==> config.mk <==
export PLATFORM = sky130hd
export DESIGN_NAME = fft_input_loader_flat
export DESIGN_NICKNAME = d
export VERILOG_FILES = /design/src/rtl/fft_pkg.sv /design/src/rtl/fft_input_loader_if.sv /design/src/rtl/fft_bit_reverse.sv /design/src/rtl/fft_input_loader.sv /design/src/flat_wrapper.sv
export SDC_FILE = /design/constraint.sdc
export NUM_CORES = 1
export LEC_CHECK = 0
export CAP_MARGIN = 20
export CORE_MARGIN = 10
export CORE_UTILIZATION = 40
export CTS_BUF_LIST = sky130_fd_sc_hd__clkbuf_4 sky130_fd_sc_hd__clkbuf_8
export CTS_CLUSTER_SIZE = 20
export DETAILED_ROUTE_END_ITERATION = 10
export PLACE_DENSITY_LB_ADDON = 0.08
export SLEW_MARGIN = 15
export SYNTH_ARGS = -nofsm -noshare
export SYNTH_HDL_FRONTEND = slang
export SYNTH_SLANG_ARGS = --single-unit
==> constraint.sdc <==
create_clock -name clk -period 4.9 [get_ports clk]
set_input_delay 0.98 -clock clk [delete_from_list [all_inputs] [get_ports clk]]
set_output_delay 0.98 -clock clk [all_outputs]
set_load 0.01 [all_outputs]
==> src/rtl/fft_pkg.sv <==
// fft_pkg: shared constants, loader state encoding and the bit-reverse
// helper used across the FFT datapath.
//   FFT_POINTS / ADDR_W / DATA_WIDTH : default frame geometry
//   fft_ld_state_e                   : input-loader FSM encoding
//   bitrev()                         : ADDR_W-bit index reversal
package fft_pkg;

  localparam int FFT_POINTS = 512;
  localparam int ADDR_W     = $clog2(FFT_POINTS);
  localparam int DATA_WIDTH = 48;

  typedef enum logic [1:0] {
    ST_LOAD      = 2'd0,
    ST_START     = 2'd1,
    ST_WAIT_DONE = 2'd2
  } fft_ld_state_e;

  function automatic logic [ADDR_W-1:0] bitrev(input logic [ADDR_W-1:0] idx);
    logic [ADDR_W-1:0] r;
    for (int i = 0; i < ADDR_W; i++) begin
      r[i] = idx[ADDR_W-1-i];
    end
    return r;
  endfunction

endpackage

==> src/rtl/fft_input_loader_if.sv <==
// fft_input_loader_if: groups the sample stream, the engine-done pulse and
// the working-RAM write port of the input loader.
//   slave modport  : the loader (consumes samples, drives RAM write + status)
//   master modport : the sample source / RAM side
// Handshake: i_sample_valid is a one-cycle strobe with no back-pressure; a
// sample is taken only when the loader is in LOAD, otherwise it is counted
// as dropped. o_ram_wr_en qualifies o_ram_addr/o_ram_data for one cycle.
interface fft_input_loader_if #(
  parameter int SAMPLE_WIDTH   = 16,
  parameter int DATA_WIDTH     = 48,
  parameter int ADDR_W         = 9,
  parameter int DROP_CNT_WIDTH = 16
);
  import fft_pkg::*;

  logic                      i_sample_valid;
  logic [SAMPLE_WIDTH-1:0]   i_sample;
  logic                      i_fft_done;
  logic [ADDR_W-1:0]         o_ram_addr;
  logic [DATA_WIDTH-1:0]     o_ram_data;
  logic                      o_ram_wr_en;
  logic                      o_frame_start;
  logic                      o_loading;
  logic [ADDR_W-1:0]         o_sample_idx;
  logic [DROP_CNT_WIDTH-1:0] o_drop_count;
  fft_ld_state_e             o_state;

  modport slave (
    input  i_sample_valid, i_sample, i_fft_done,
    output o_ram_addr, o_ram_data, o_ram_wr_en, o_frame_start,
           o_loading, o_sample_idx, o_drop_count, o_state
  );

  modport master (
    output i_sample_valid, i_sample, i_fft_done,
    input  o_ram_addr, o_ram_data, o_ram_wr_en, o_frame_start,
           o_loading, o_sample_idx, o_drop_count, o_state
  );

endinterface

==> src/rtl/fft_bit_reverse.sv <==
// fft_bit_reverse: purely combinational ADDR_W-bit index reversal.
//   i_idx  : natural-order index
//   o_addr : bit-reversed address (bit i of o_addr = bit ADDR_W-1-i of i_idx)
module fft_bit_reverse #(
  parameter int ADDR_W = 9
) (
  input  logic [ADDR_W-1:0] i_idx,
  output logic [ADDR_W-1:0] o_addr
);

  always_comb begin
    o_addr = '0;
    for (int i = 0; i < ADDR_W; i++) begin
      o_addr[i] = i_idx[ADDR_W-1-i];
    end
  end

endmodule

==> src/rtl/fft_input_loader.sv <==
// fft_input_loader: loads one frame of real samples into the FFT working RAM
// at bit-reversed addresses as {sext(sample), zero imaginary}, pulses
// o_frame_start after the last write and drops input until i_fft_done.
//   clk, reset : rising-edge clock, synchronous active-high reset
//   bus        : slave side of fft_input_loader_if (stream in, RAM write out,
//                status: o_loading, o_sample_idx, o_drop_count, o_state)
module fft_input_loader
  import fft_pkg::*;
#(
  parameter int SAMPLE_WIDTH   = 16,
  parameter int DATA_WIDTH     = fft_pkg::DATA_WIDTH,
  parameter int FFT_POINTS     = fft_pkg::FFT_POINTS,
  parameter int DROP_CNT_WIDTH = 16
) (
  input  logic                   clk,
  input  logic                   reset,
  fft_input_loader_if.slave      bus
);

  localparam int ADDR_W = $clog2(FFT_POINTS);
  localparam int HALF   = DATA_WIDTH / 2;
  localparam logic [ADDR_W-1:0] LAST_IDX = ADDR_W'(FFT_POINTS - 1);

  fft_ld_state_e             state_q, state_d;
  logic [ADDR_W-1:0]         idx_q, idx_d;
  logic [ADDR_W-1:0]         addr_q, addr_d;
  logic [DATA_WIDTH-1:0]     data_q, data_d;
  logic                      wr_en_q, wr_en_d;
  logic                      start_q, start_d;
  logic                      loading_q, loading_d;
  logic [DROP_CNT_WIDTH-1:0] drop_q, drop_d;

  logic [ADDR_W-1:0]         rev_idx;
  logic signed [HALF-1:0]    sample_re;

  fft_bit_reverse #(.ADDR_W(ADDR_W)) u_bit_reverse (
    .i_idx  (idx_q),
    .o_addr (rev_idx)
  );

  assign sample_re = HALF'($signed(bus.i_sample));

  always_comb begin
    state_d   = state_q;
    idx_d     = idx_q;
    addr_d    = addr_q;
    data_d    = data_q;
    wr_en_d   = 1'b0;
    start_d   = 1'b0;
    drop_d    = drop_q;

    unique case (state_q)
      ST_LOAD: begin
        if (bus.i_sample_valid) begin
          wr_en_d = 1'b1;
          addr_d  = rev_idx;
          data_d  = {sample_re, {HALF{1'b0}}};
          if (idx_q == LAST_IDX) begin
            idx_d   = '0;
            state_d = ST_START;
          end else begin
            idx_d = idx_q + 1'b1;
          end
        end
      end
      ST_START: begin
        // Registered pulse lands one cycle after the final write strobe.
        start_d = 1'b1;
        state_d = ST_WAIT_DONE;
      end
      ST_WAIT_DONE: begin
        if (bus.i_fft_done) begin
          state_d = ST_LOAD;
        end
      end
      default: begin
        state_d = ST_LOAD;
      end
    endcase

    // Any sample outside LOAD is lost; the count sticks at all-ones.
    if (bus.i_sample_valid && (state_q != ST_LOAD) && (drop_q != '1)) begin
      drop_d = drop_q + 1'b1;
    end

    // o_loading falls together with o_frame_start and rises the cycle after
    // i_fft_done is sampled, so it tracks the next state but keeps START
    // counted as still loading.
    loading_d = (state_d == ST_LOAD) || (state_d == ST_START);
  end

  always_ff @(posedge clk) begin
    if (reset) begin
      state_q   <= ST_LOAD;
      idx_q     <= '0;
      addr_q    <= '0;
      data_q    <= '0;
      wr_en_q   <= 1'b0;
      start_q   <= 1'b0;
      loading_q <= 1'b1;
      drop_q    <= '0;
    end else begin
      state_q   <= state_d;
      idx_q     <= idx_d;
      addr_q    <= addr_d;
      data_q    <= data_d;
      wr_en_q   <= wr_en_d;
      start_q   <= start_d;
      loading_q <= loading_d;
      drop_q    <= drop_d;
    end
  end

  assign bus.o_ram_addr    = addr_q;
  assign bus.o_ram_data    = data_q;
  assign bus.o_ram_wr_en   = wr_en_q;
  assign bus.o_frame_start = start_q;
  assign bus.o_loading     = loading_q;
  assign bus.o_sample_idx  = idx_q;
  assign bus.o_drop_count  = drop_q;
  assign bus.o_state       = state_q;

endmodule

==> src/flat_wrapper.sv <==
// flat-port wrapper written by rule: the top's interface ports become plain ports
module fft_input_loader_flat import fft_pkg::*;
#(
  parameter int SAMPLE_WIDTH   = 16,
  parameter int DATA_WIDTH     = fft_pkg::DATA_WIDTH,
  parameter int FFT_POINTS     = fft_pkg::FFT_POINTS,
  parameter int DROP_CNT_WIDTH = 16
)
  (clk, reset, bus_i_sample_valid, bus_i_sample, bus_i_fft_done, bus_o_ram_addr, bus_o_ram_data, bus_o_ram_wr_en, bus_o_frame_start, bus_o_loading, bus_o_sample_idx, bus_o_drop_count, bus_o_state);
  fft_input_loader_if #(.SAMPLE_WIDTH(SAMPLE_WIDTH), .DATA_WIDTH(DATA_WIDTH), .ADDR_W(9), .DROP_CNT_WIDTH(DROP_CNT_WIDTH)) bus_i ();
  input  logic clk;
  input  logic reset;
  input wire logic [$bits(bus_i.i_sample_valid)-1:0] bus_i_sample_valid;
  input wire logic [$bits(bus_i.i_sample)-1:0] bus_i_sample;
  input wire logic [$bits(bus_i.i_fft_done)-1:0] bus_i_fft_done;
  output wire logic [$bits(bus_i.o_ram_addr)-1:0] bus_o_ram_addr;
  output wire logic [$bits(bus_i.o_ram_data)-1:0] bus_o_ram_data;
  output wire logic [$bits(bus_i.o_ram_wr_en)-1:0] bus_o_ram_wr_en;
  output wire logic [$bits(bus_i.o_frame_start)-1:0] bus_o_frame_start;
  output wire logic [$bits(bus_i.o_loading)-1:0] bus_o_loading;
  output wire logic [$bits(bus_i.o_sample_idx)-1:0] bus_o_sample_idx;
  output wire logic [$bits(bus_i.o_drop_count)-1:0] bus_o_drop_count;
  output wire logic [$bits(bus_i.o_state)-1:0] bus_o_state;
  assign bus_i.i_sample_valid = bus_i_sample_valid;
  assign bus_i.i_sample = bus_i_sample;
  assign bus_i.i_fft_done = bus_i_fft_done;
  assign bus_o_ram_addr = bus_i.o_ram_addr;
  assign bus_o_ram_data = bus_i.o_ram_data;
  assign bus_o_ram_wr_en = bus_i.o_ram_wr_en;
  assign bus_o_frame_start = bus_i.o_frame_start;
  assign bus_o_loading = bus_i.o_loading;
  assign bus_o_sample_idx = bus_i.o_sample_idx;
  assign bus_o_drop_count = bus_i.o_drop_count;
  assign bus_o_state = bus_i.o_state;
  fft_input_loader #(.SAMPLE_WIDTH(SAMPLE_WIDTH), .DATA_WIDTH(DATA_WIDTH), .FFT_POINTS(FFT_POINTS), .DROP_CNT_WIDTH(DROP_CNT_WIDTH)) u_core (.clk(clk), .reset(reset), .bus(bus_i));
endmodule
### Word-level counts from Yosys, hierarchy flattened

Cells that the tools add are included.

* mux-type cells: 7
* reduce and logical (&&, ||, !) cells: 8
* bitwise operators: 1
* eq/ne operators: 5
* add/sub/neg operators: 2

Operator list (number)
* $add 16x1->16 const B: 1
* $ne 16x16->1 const B: 1
* $add 9x1->9 const B: 1
* $eq 9x9->1 const B: 1
* $mux 9: 1
* $mux 2: 3
* $pmux 2 s3: 1
* $eq 2x1->1 const B: 2
* $logic_not 2->1: 2
* $eq 2x2->1 const B: 1
* $logic_and 1x1->1: 2
* $mux 1: 2
* $reduce_and 2->1: 1
* $reduce_bool 2->1: 1
* $reduce_or 2->1: 1
* $logic_or 1x1->1: 1
* $not 1->1: 1

* word-level logic and storage cells: 31
* input bits: 20
* output and inout port bits: 87
* register bits: 55

### Longest topological paths before layout

Gate-level depths: netlist of the first run.

* depth after elaboration: 6
* gate-level depth with buffers: 7
* depth with buffers taken out: 6

### Hierarchy

Synthesis of the first run repeated with hierarchy kept, for this count alone.

* cells, all modules: 306
* area total of the unflattened synthesis: 2518.7 um^2

Modules (own cells, without submodules)
* fft_input_loader: area an instance 2451.1 um^2, cells each 297, seq. area each 1101.1 um^2, times used 1
* fft_bit_reverse: area an instance 67.6 um^2, cells each 9, seq. area each 0.0 um^2, times used 1

### Least setup slack after synthesis of the first run

No wires, ideal clock.

* path type: input port to flip-flop
* start: input port bus_i_sample_valid
* end: register u_core.drop_q[14], in the netlist u_core.bus.o_drop_count[14]
* path buffers: 0
* library setup time: 70 ps
* setup slack: 2813 ps
* arrival: 2016 ps
* stages on the path: 4
* required time: 4830 ps
* cell sequence: o21ai_2 or3_4 or4_1 a21oi_1

* word-level cells in the longest chain between the ends: 2

RTL lines
* from (decl): RTL line flat_wrapper.sv:13 `input wire logic [$bits(bus_i.i_sample_valid)-1:0] bus_i_sample_valid;`
* $logic_and 1x1->1 (2 in a row): RTL line fft_input_loader.sv:82 `if (bus.i_sample_valid && (state_q != ST_LOAD) && (drop_q != '1)) begin`
* to (signal assigned): RTL line fft_input_loader.sv:110 `drop_q <= drop_d;`
* to (decl): RTL line fft_input_loader.sv:31 `logic [DROP_CNT_WIDTH-1:0] drop_q, drop_d;`

No other way between the ends.
A chain may end at the register's enable or synchronous reset.

### Final worst setup path of the first run

* start: input port bus_i_sample_valid
* end: register u_core.idx_q[7], in the netlist u_core.bus.o_sample_idx[7]

* word-level cells in the longest chain between the ends: 1

RTL lines
* $reduce_and 2->1 (no line)
* to (signal assigned): RTL line fft_input_loader.sv:104 `idx_q <= idx_d;`
* to (decl): RTL line fft_input_loader.sv:25 `logic [ADDR_W-1:0] idx_q, idx_d;`

No other way between the ends.

==> results of run 1 <==
sequential cells by signal, indices dropped and copies added (netlist names):
register and count:
u_core.bus.o_drop_count 16, u_core.bus.o_frame_start 1, u_core.bus.o_loading 1, u_core.bus.o_ram_addr 9, u_core.bus.o_ram_data 16, u_core.bus.o_ram_wr_en 1, u_core.bus.o_sample_idx 9, u_core.bus.o_state 2
per-layer routing:
layer | vias up | GRT usage, % | share of wire, %
met4 | 0 | 3.749 | 1.0
met1 | 997 | 16.02 | 45
met3 | 7 | 7.961 | 12
met5 | - | 0 | 0
met2 | 75 | 17.35 | 42
li1 | 1094 | - | -
through the flow:
stage | hold WS, ns | power (uW) | instance area [um^2] | setup WS [ns]
final | 0.4591 | 823.8 | 3304 | 2.387
after global routing | 0.4742 | 857.8 | 3304 | 2.271
after CTS | 0.4603 | 834.5 | 3304 | 2.362
after detailed placement | 0.4465 | 562.7 | 3206 | 2.034
after global placement | 0.4406 | 559.2 | 3178 | 1.748
after floorplan | 0.4805 | 529.8 | 2547 | 2.813
power groups by stage:
stage                     combinational, uW  clock [uW]  sequential [uW]
after floorplan                        52.6           0              477
after CTS                              89.7         282              463
after global routing                   98.3         295              465
after global placement                 86.4           0              473
final                                  89.4         272              463
after detailed placement               89.3           0              473
layout by cell type (no fill, tap or decap), types with 7 or more instances in the layout:
cell and count:
nand4_1 8, xor2_1 7, o21ai_0 7, nand2_1 65, nor2_1 13, conb_1 24, clkdlybuf4s50_1 81, dfxtp_1 55
or3_1 7, a21oi_1 39
critical path: stages:
cell and delay [ns]:
clkdlybuf4s50_1 0.54, nor3b_4 0.64, buf_16 0.23, nand4_1 0.11, xor2_1 0.16, nor2_1 0.05
layout make-up:
type,instances,share of cell area [%]
Sequential cell,55,33.32
Clock buffer,7,2.726
Timing Repair Buffer,85,25.97
Tap cell,75,2.840
Inverter,3,0.3408
Multi-Input combinational cell,215,34.53
Clock inverter,1,0.2651
cells by family after synthesis:
logic type / share of synthesized area [%]
xor gates and xnor gates: 2.491
buffers and inverters: 12.66
adders and majority gates: 1.525
and+or+nand+nor: 24.76
DFF: 44.74
muxes: 0.4067
AOI/OAI and AO/OA: 13.27
other: 0.1524
path summary, 6_finish.rpt:
| kind | endpoint | slack [ns] | depth (start not counted) |
|---|---|---|---|
| worst max-delay path | u_core.bus.o_sample_idx[7] | 2.39 | 6 |
| worst min-delay path | u_core.bus.o_ram_addr[4] | 0.46 | 2 |
| worst max register to register | u_core.bus.o_drop_count[14] | 3.00 | 5 |
| worst min register to register | u_core.bus.o_ram_addr[4] | 0.46 | 2 |
==> impl_metrics.csv, run 1 <==
group,metric,value,unit
run_status,outcome,"completed",
synth,synth_warnings,0,
grt,track_usage,12.69,%
critical_path,cp-startpoint,"bus_i_sample_valid",
synth,synthDistinctLibCells,39,
critical_path,crit_type,"input pin to flop",
synth,syn_area,0.002461,mm^2
synth,synth_common_cells,"nand2_1 (65), dfxtp_1 (55), a21oi_1 (39)",
synth,synth_top_area_share,44.74,%
grt,grt_pass1_vias,1988,
floorplan,rows,28,
min_path,hp-class,"flop to flop",
floorplan,ios,107,
synth,synthMostInstantiatedCell,"nand2_1",
clock_tree,cts_resized,0,
floorplan,core,0.005956,mm^2
grt,antenna_found_initial,0,
job,maxCapViolCount,0,
route,wl_per_cell,14.76,um
place,place_inst,433,
clock_tree,cts_buffer_depth,2,
timing,slew_viol_final,0,
synth,synth_flop_cell,"dfxtp_1",
min_path,worstHoldStart,"u_core.bus.o_ram_addr[4]",
layout,fin_nets,388,
layout,syn2layout_area_growth,34.27,%
timing,fin_crit,2.513,ns
timing,clock_skew,0.002735,ns
route,drcViolationCount,0,
synth,synthCells,295,
layout,antennaDiodeCount,0,
layout,multi_input_area,0.001141,mm^2
route,ant_nets,0,
critical_path,crit_required,5.11,ns
synth,avgSynthCellArea,8.343,um^2
layout,final_util,55.48,%
power,p_int,621.8,uW
synth,ys_ff_latch,55,
clock_tree,cts_setup_buffers,0,
clock_tree,hold_buffers,0,
timing,tns,0,ns
power,ir_worst_vdd,180.1,uV
clock_tree,insertion_delay,0.31,ns
power,power_frac_comb,10.9,%
timing,hold_violations,0,
clock_tree,cts-htree-levels,2,
timing,fmax,397.9,MHz
timing,setup_viol,0,
critical_path,reg2reg_from,"u_core.bus.o_drop_count[0]",
clock_tree,cts_sinks,55,
synth,synth_edf_count,0,
layout,drive_gt1_share,5.191,%
power,power.leakage,0.001229,uW
place,place.gp.congestion,0.7669,
timing,fin_crit_sh,51.29,%
critical_path,endpoint_kind,"flop",
clock_tree,numCtsBuffers,5,
route,first_iter_violations,84,
route,first_pass_iters,4,
layout,regArea,0.001101,mm^2
grt,grt_max_degree,48,
synth,synth_area_leaders,"dfxtp_1 (45%), buf_4 (10%), nand2_1 (9.9%)",
clock_tree,clkTransAtPathRegs,0.10,ns
power,seq_power_share,56.2,%
critical_path,worst_ep_arrival_time,2.72,ns
layout,fillerInstances,570,
critical_path,cp_max_fo,21,
floorplan,dieArea,0.009690,mm^2
power,power_density,249.3,mW/mm^2
route,via_per_inst,4.927,
floorplan,start_util,41.32,%
power,netSwitchingFraction,24.52,%
floorplan,fp.dieH,98.44,um
critical_path,start_kind,"input pin",
place,io_buffers,82,
clock_tree,clockRootBuffer,"clkbuf_8",
route,finalWirelength,6.511,mm
layout,final-instance-count-excl-fill,441,
route,via_count,2173,
timing,rsz0062_at_grt,"false",
power,clkPwrFrac,33.0,%
floorplan,die_w,98.44,um
timing,worstMarginPinSlew,0.8785,ns
grt,grt_pass1_wl,10.40,mm
power,switchingPower,202.0,uW
timing,max_slew_margin,41.43,%
synth,synth.yosys.seq_area_share,44.74,%
synth,async_reset_ff_share,0,%
place,hpwl,4.746,mm
synth,synth_top_area_cell,"dfxtp_1",
grt,grt_overflow,0,
clock_tree,cts_tree,"built",
(Power assumes the default switching activity.)
==> inputs of run 2 (changes only) <==
CORE_UTILIZATION = 39   (was 40)
clock period = 2.3 ns   (was 4.9 ns; I/O delays follow)
==> run 2 against run 1 <==
  * Clock skew up 0.0071 ns
  * Utilization grew 0.68 points
  * Register-to-register slack got worse by 2.6 ns
==> impl_metrics.csv, run 2 (same netlist as run 1, synthesis figures left out) <==
group,metric,value,unit
run_status,outcome,"completed",
place,place.gp.congestion,0.7518,
critical_path,cp_max_fo,7,
place,dpl_worst_slack,0.07086,ns
floorplan,fp.dieH,99.44,um
clock_tree,hold_buffers,0,
power,power.leakage,0.001282,uW
power,ir_worst_vdd,454.3,uV
clock_tree,clockRootBuffer,"clkbuf_8",
floorplan,rows,28,
job,maxCapViolCount,0,
critical_path,reg2reg_from,"u_core.bus.o_drop_count[0]",
timing,fmax,526.4,MHz
timing,setup_viol,0,
clock_tree,cts_buffer_depth,2,
route,first_pass_iters,4,
floorplan,dieArea,0.009888,mm^2
timing,slew_viol_final,0,
route,ant_nets,0,
critical_path,ff2ff_setup_slack,0.42,ns
critical_path,critical-path-top-delay-family,"buffers and inverters",
critical_path,crit_type,"flop to output pin",
grt,grt_pass1_vias,2088,
critical_path,worst_ep_arrival_time,1.44,ns
grt,antenna_found_initial,0,
clock_tree,cts_resized,0,
layout,final_util,56.17,%
power,power_density,519.3,mW/mm^2
place,hpwl,4.856,mm
critical_path,crit_cells,1,
timing,fin_crit,1.900,ns
floorplan,core,0.006026,mm^2
timing,clock_skew,0.009797,ns
critical_path,endpoint_kind,"output pin",
critical_path,start_kind,"flop",
clock_tree,clkTransAtPathRegs,0.10,ns
critical_path,cp_slowest_stage_delay,0.63,ns
critical_path,cp_num_buf_inv,1,
clock_tree,cts_tree,"built",
timing,timing.hold.ws,0.4576,ns
critical_path,rr_worst_depth,7,
layout,drive_gt1_share,7.958,%
critical_path,endpoint,"bus_o_state[1]",
clock_tree,cts_setup_buffers,0,
route,drcViolationCount,0,
place,io_buffers,82,
critical_path,slowest_stage,"clkdlybuf4s50_1",
critical_path,r2r_end,"u_core.bus.o_drop_count[1]",
min_path,hp-class,"flop to flop",
timing,tns,0,ns
route,via_per_inst,4.850,
grt,grt_overflow,0,
floorplan,die_w,99.44,um
clock_tree,insertion_delay,0.30,ns
floorplan,ios,107,
grt,track_usage,12.55,%
critical_path,cp-startpoint,"u_core.bus.o_state[1]",
power,finalPower,1758,uW
layout,syn2layout_area_growth,37.52,%
layout,layout_commonest_cell,"clkdlybuf4s50_1",
timing,fin_crit_sh,82.60,%
route,via_count,2192,
timing,rsz0062_at_grt,"false",
route,wl_per_cell,14.27,um
route,first_iter_violations,99,
floorplan,start_util,40.84,%
clock_tree,numCtsBuffers,5,
critical_path,crit_required,1.84,ns
grt,grt_pass1_wl,10.62,mm
critical_path,worstPathCellList,"clkdlybuf4s50_1",
grt,grt_max_degree,36,
layout,layout_common_cells,"clkdlybuf4s50_1 (81), nand2_1 (65), dfxtp_1 (55)",
layout,fin_nets,399,
timing,worst_slack,0.4001,ns
clock_tree,cts_sinks,55,
route,finalWirelength,6.448,mm
clock_tree,cts-htree-levels,2,
layout,antennaDiodeCount,0,
timing,hold_violations,0,
[run 2: area by class of cell]
type / instances / area (um^2)
clock buffers: 7 / 96.34
clock inverters: 1 / 7.507
fillers: 599 / 2641
inverters: 3 / 11.26
multi-input cells: 215 / 1141
flip-flops and latches: 55 / 1101
well taps: 75 / 93.84
repair buffers: 96 / 933.4
[run 2: worst min path at each step]
stage / end / from / cells past startpoint
3_5_place_dp: u_core.bus.o_ram_addr[8] / u_core.bus.o_ram_addr[8] / 2
5_1_grt: u_core.bus.o_ram_addr[6] / u_core.bus.o_ram_addr[6] / 2
4_1_cts: u_core.bus.o_ram_addr[8] / u_core.bus.o_ram_addr[8] / 2
3_3_place_gp: u_core.bus.o_ram_data[31] / u_core.bus.o_ram_data[31] / 2
2_1_floorplan: u_core.bus.o_ram_addr[0] / u_core.bus.o_ram_addr[0] / 2
6_report: u_core.bus.o_ram_data[29] / u_core.bus.o_ram_data[29] / 2
[run 2: metal layers]
| metal | up-vias | routed length, um | track usage [%] |
|---|---|---|---|
| li1 | 1116 | - | - |
| met1 | 992 | 2852 | 15.41 |
| met2 | 80 | 2600 | 17.64 |
| met3 | 4 | 955 | 8.374 |
| met4 | 0 | 40 | 2.977 |
| met5 | - | 0 | 0 |
[run 2: power by group]
group,internal [uW],switching [uW]
clock network,275,306
registers,972,13.7
logic,93.6,97.6
total,1340,417
[run 2: per-stage QoR]
stage / cell area (um^2) / cells
finish: 3385 / 452
floorplan: 2547 / 318
global route: 3385 / 452
CTS: 3377 / 451
detailed placement: 3273 / 443
global placement: 3273 / 443
==> inputs of run 3 (changes only) <==
clock period = 1.7 ns   (was 2.3 ns; I/O delays follow)
==> run 3 against run 2 <==
  * Via count rose by 5.9%
  * Critical path depth rose by 4
  * Largest cell class is now non-clock buffers
  * Clock power rose by 46%
  * Combinational power rose by 45%
  * Cell area rose by 9.1%
  * Die area did not move
==> impl_metrics.csv, run 3 (same netlist as run 1, synthesis figures left out) <==
group,metric,value,unit
critical_path,worst_ep_arrival_time,1.91,ns
place,place.gp.congestion,0.7656,
route,first_pass_iters,4,
timing,fin_crit_sh,97.99,%
route,first_iter_violations,67,
critical_path,reg2reg_from,"u_core.bus.o_drop_count[1]",
clock_tree,numCtsBuffers,5,
floorplan,start_util,40.84,%
layout,drive_gt1_share,17.78,%
grt,grt_pass1_vias,2319,
clock_tree,cts-htree-levels,2,
route,wl_per_cell,14.53,um
power,ir_worst_vdd,452.4,uV
power,power.leakage,0.001681,uW
clock_tree,clockRootBuffer,"clkbuf_8",
clock_tree,cts_buffer_depth,2,
route,via_count,2322,
clock_tree,insertion_delay,0.31,ns
route,via_per_inst,4.838,
floorplan,fp.dieH,99.44,um
min_path,hp-class,"input pin to flop",
route,ant_nets,0,
place,place_inst,471,
clock_tree,clkTransAtPathRegs,0.09,ns
clock_tree,cts_sinks,55,
route,drcViolationCount,0,
clock_tree,hold_buffers,0,
grt,grt_pass1_wl,11.34,mm
route,finalWirelength,6.972,mm
floorplan,die_w,99.44,um
grt,grt_overflow,0,
timing,fin_crit,1.666,ns
layout,final-instance-count-excl-fill,480,
timing,clock_skew,0.004159,ns
timing,rsz0062_at_grt,"true",
critical_path,start_kind,"flop",
critical_path,crit_type,"flop to flop",
clock_tree,cts_tree,"built",
power,power_density,666.2,mW/mm^2
timing,hold_violations,0,
layout,fin_nets,428,
layout,layout_commonest_cell,"nand2_1",
critical_path,cp_max_fo,4,
timing,setup_viol,0,
min_path,worstHoldStart,"reset",
place,io_buffers,82,
layout,syn2layout_area_growth,50.03,%
floorplan,dieArea,0.009888,mm^2
timing,fmax,600.3,MHz
layout,layout_common_cells,"nand2_1 (65), clkdlybuf4s50_1 (64), dfxtp_1 (46)",
floorplan,rows,28,
critical_path,endpoint_kind,"flop",
floorplan,ios,107,
run_status,outcome,"completed",
grt,track_usage,13.67,%
timing,timing.hold.ws,0.4015,ns
place,dpl_worst_slack,-0.3028,ns
layout,antennaDiodeCount,0,
job,maxCapViolCount,0,
grt,grt_max_degree,18,
place,hpwl,5.377,mm
critical_path,cp-startpoint,"u_core.bus.o_drop_count[1]",
timing,slew_viol_final,0,
timing,worst_slack,0.03412,ns
grt,antenna_found_initial,0,
critical_path,crit_required,1.94,ns
floorplan,core,0.006026,mm^2
-- run 3: changes by cell type in the layout (fill, tap and decap cells not counted), moves of 2 or more --
| cell | previous run | this run |
|---|---|---|
| buf_4 | 12 | 41 |
| clkdlybuf4s50_1 | 81 | 64 |
| dlymetal6s2s_1 | 0 | 13 |
| dfxtp_1 | 55 | 46 |
| dfxtp_2 | 0 | 9 |
| dlygate4sd2_1 | 0 | 4 |
| a21oi_1 | 39 | 37 |
| a21oi_2 | 0 | 2 |
| clkbuf_8 | 7 | 5 |
-- run 3: report_power, final --
part / switching, uW / internal, uW / leakage (uW)
Sequential: 16.8 / 1320 / 0.000451
Combinational: 137 / 141 / 0.00118
Clock: 419 / 431 / 0.0000502
Total: 573 / 1890 / 0.00168
-- run 3: worst paths after layout --
path | slack, ns | depth (start not counted) | to
worst min-delay path | 0.40 | 2 | u_core.bus.o_drop_count[8]
worst max-delay path | 0.03 | 5 | u_core.bus.o_drop_count[14]
worst max register to register | 0.03 | 5 | u_core.bus.o_drop_count[14]
worst min register to register | 0.46 | 2 | u_core.bus.o_ram_data[37]
-- run 3: per-stage QoR --
| stage | utilization, % | TNS [ns] | instance area, um^2 | power [uW] |
|---|---|---|---|---|
| after detailed placement | 58.26 | -4.004 | 3511 | 1639 |
| after CTS | 60.17 | -0.006115 | 3626 | 2484 |
| after floorplan | - | 0 | 2562 | 1527 |
| after global routing | 61.27 | -0.08078 | 3692 | 2567 |
| final | 61.27 | 0 | 3692 | 2460 |
| after global placement | 58.26 | -3.350 | 3511 | 1637 |
-- run 3: layer usage --
metal / track usage (%) / routed length, um / vias up
met5: 0 / 0 / -
met1: 15.87 / 3013 / 1059
li1: - / - / 1170
met2: 20.59 / 3000 / 88
met4: 4.300 / 59 / 0
met3: 8.097 / 898 / 5
-- run 3: layout make-up --
| type | instances | area [um^2] |
|---|---|---|
| clock buffers | 5 | 68.82 |
| clock inverters | 2 | 37.54 |
| fillers | 572 | 2333 |
| inverters | 3 | 11.26 |
| multi-input cells | 215 | 1177 |
| flip-flops and latches | 55 | 1112 |
| well taps | 75 | 93.84 |
| repair buffers | 125 | 1191 |
-- run 3: worst max-delay path: stages (launching register included) --
cell and delay, ns:
dfxtp_2 0.36, ha_4 0.15, nand4_4 0.10, or3_4 0.37
or4_1 0.47, a21oi_1 0.14
-- run 3: what timing repair did --
item                                    4_1_cts  5_1_grt
hold endpoints to repair                      0        0
setup buffers                                 0        2
pin swaps                                     0        2
endpoints found under the setup margin       23       37
gates resized for setup                       7       24
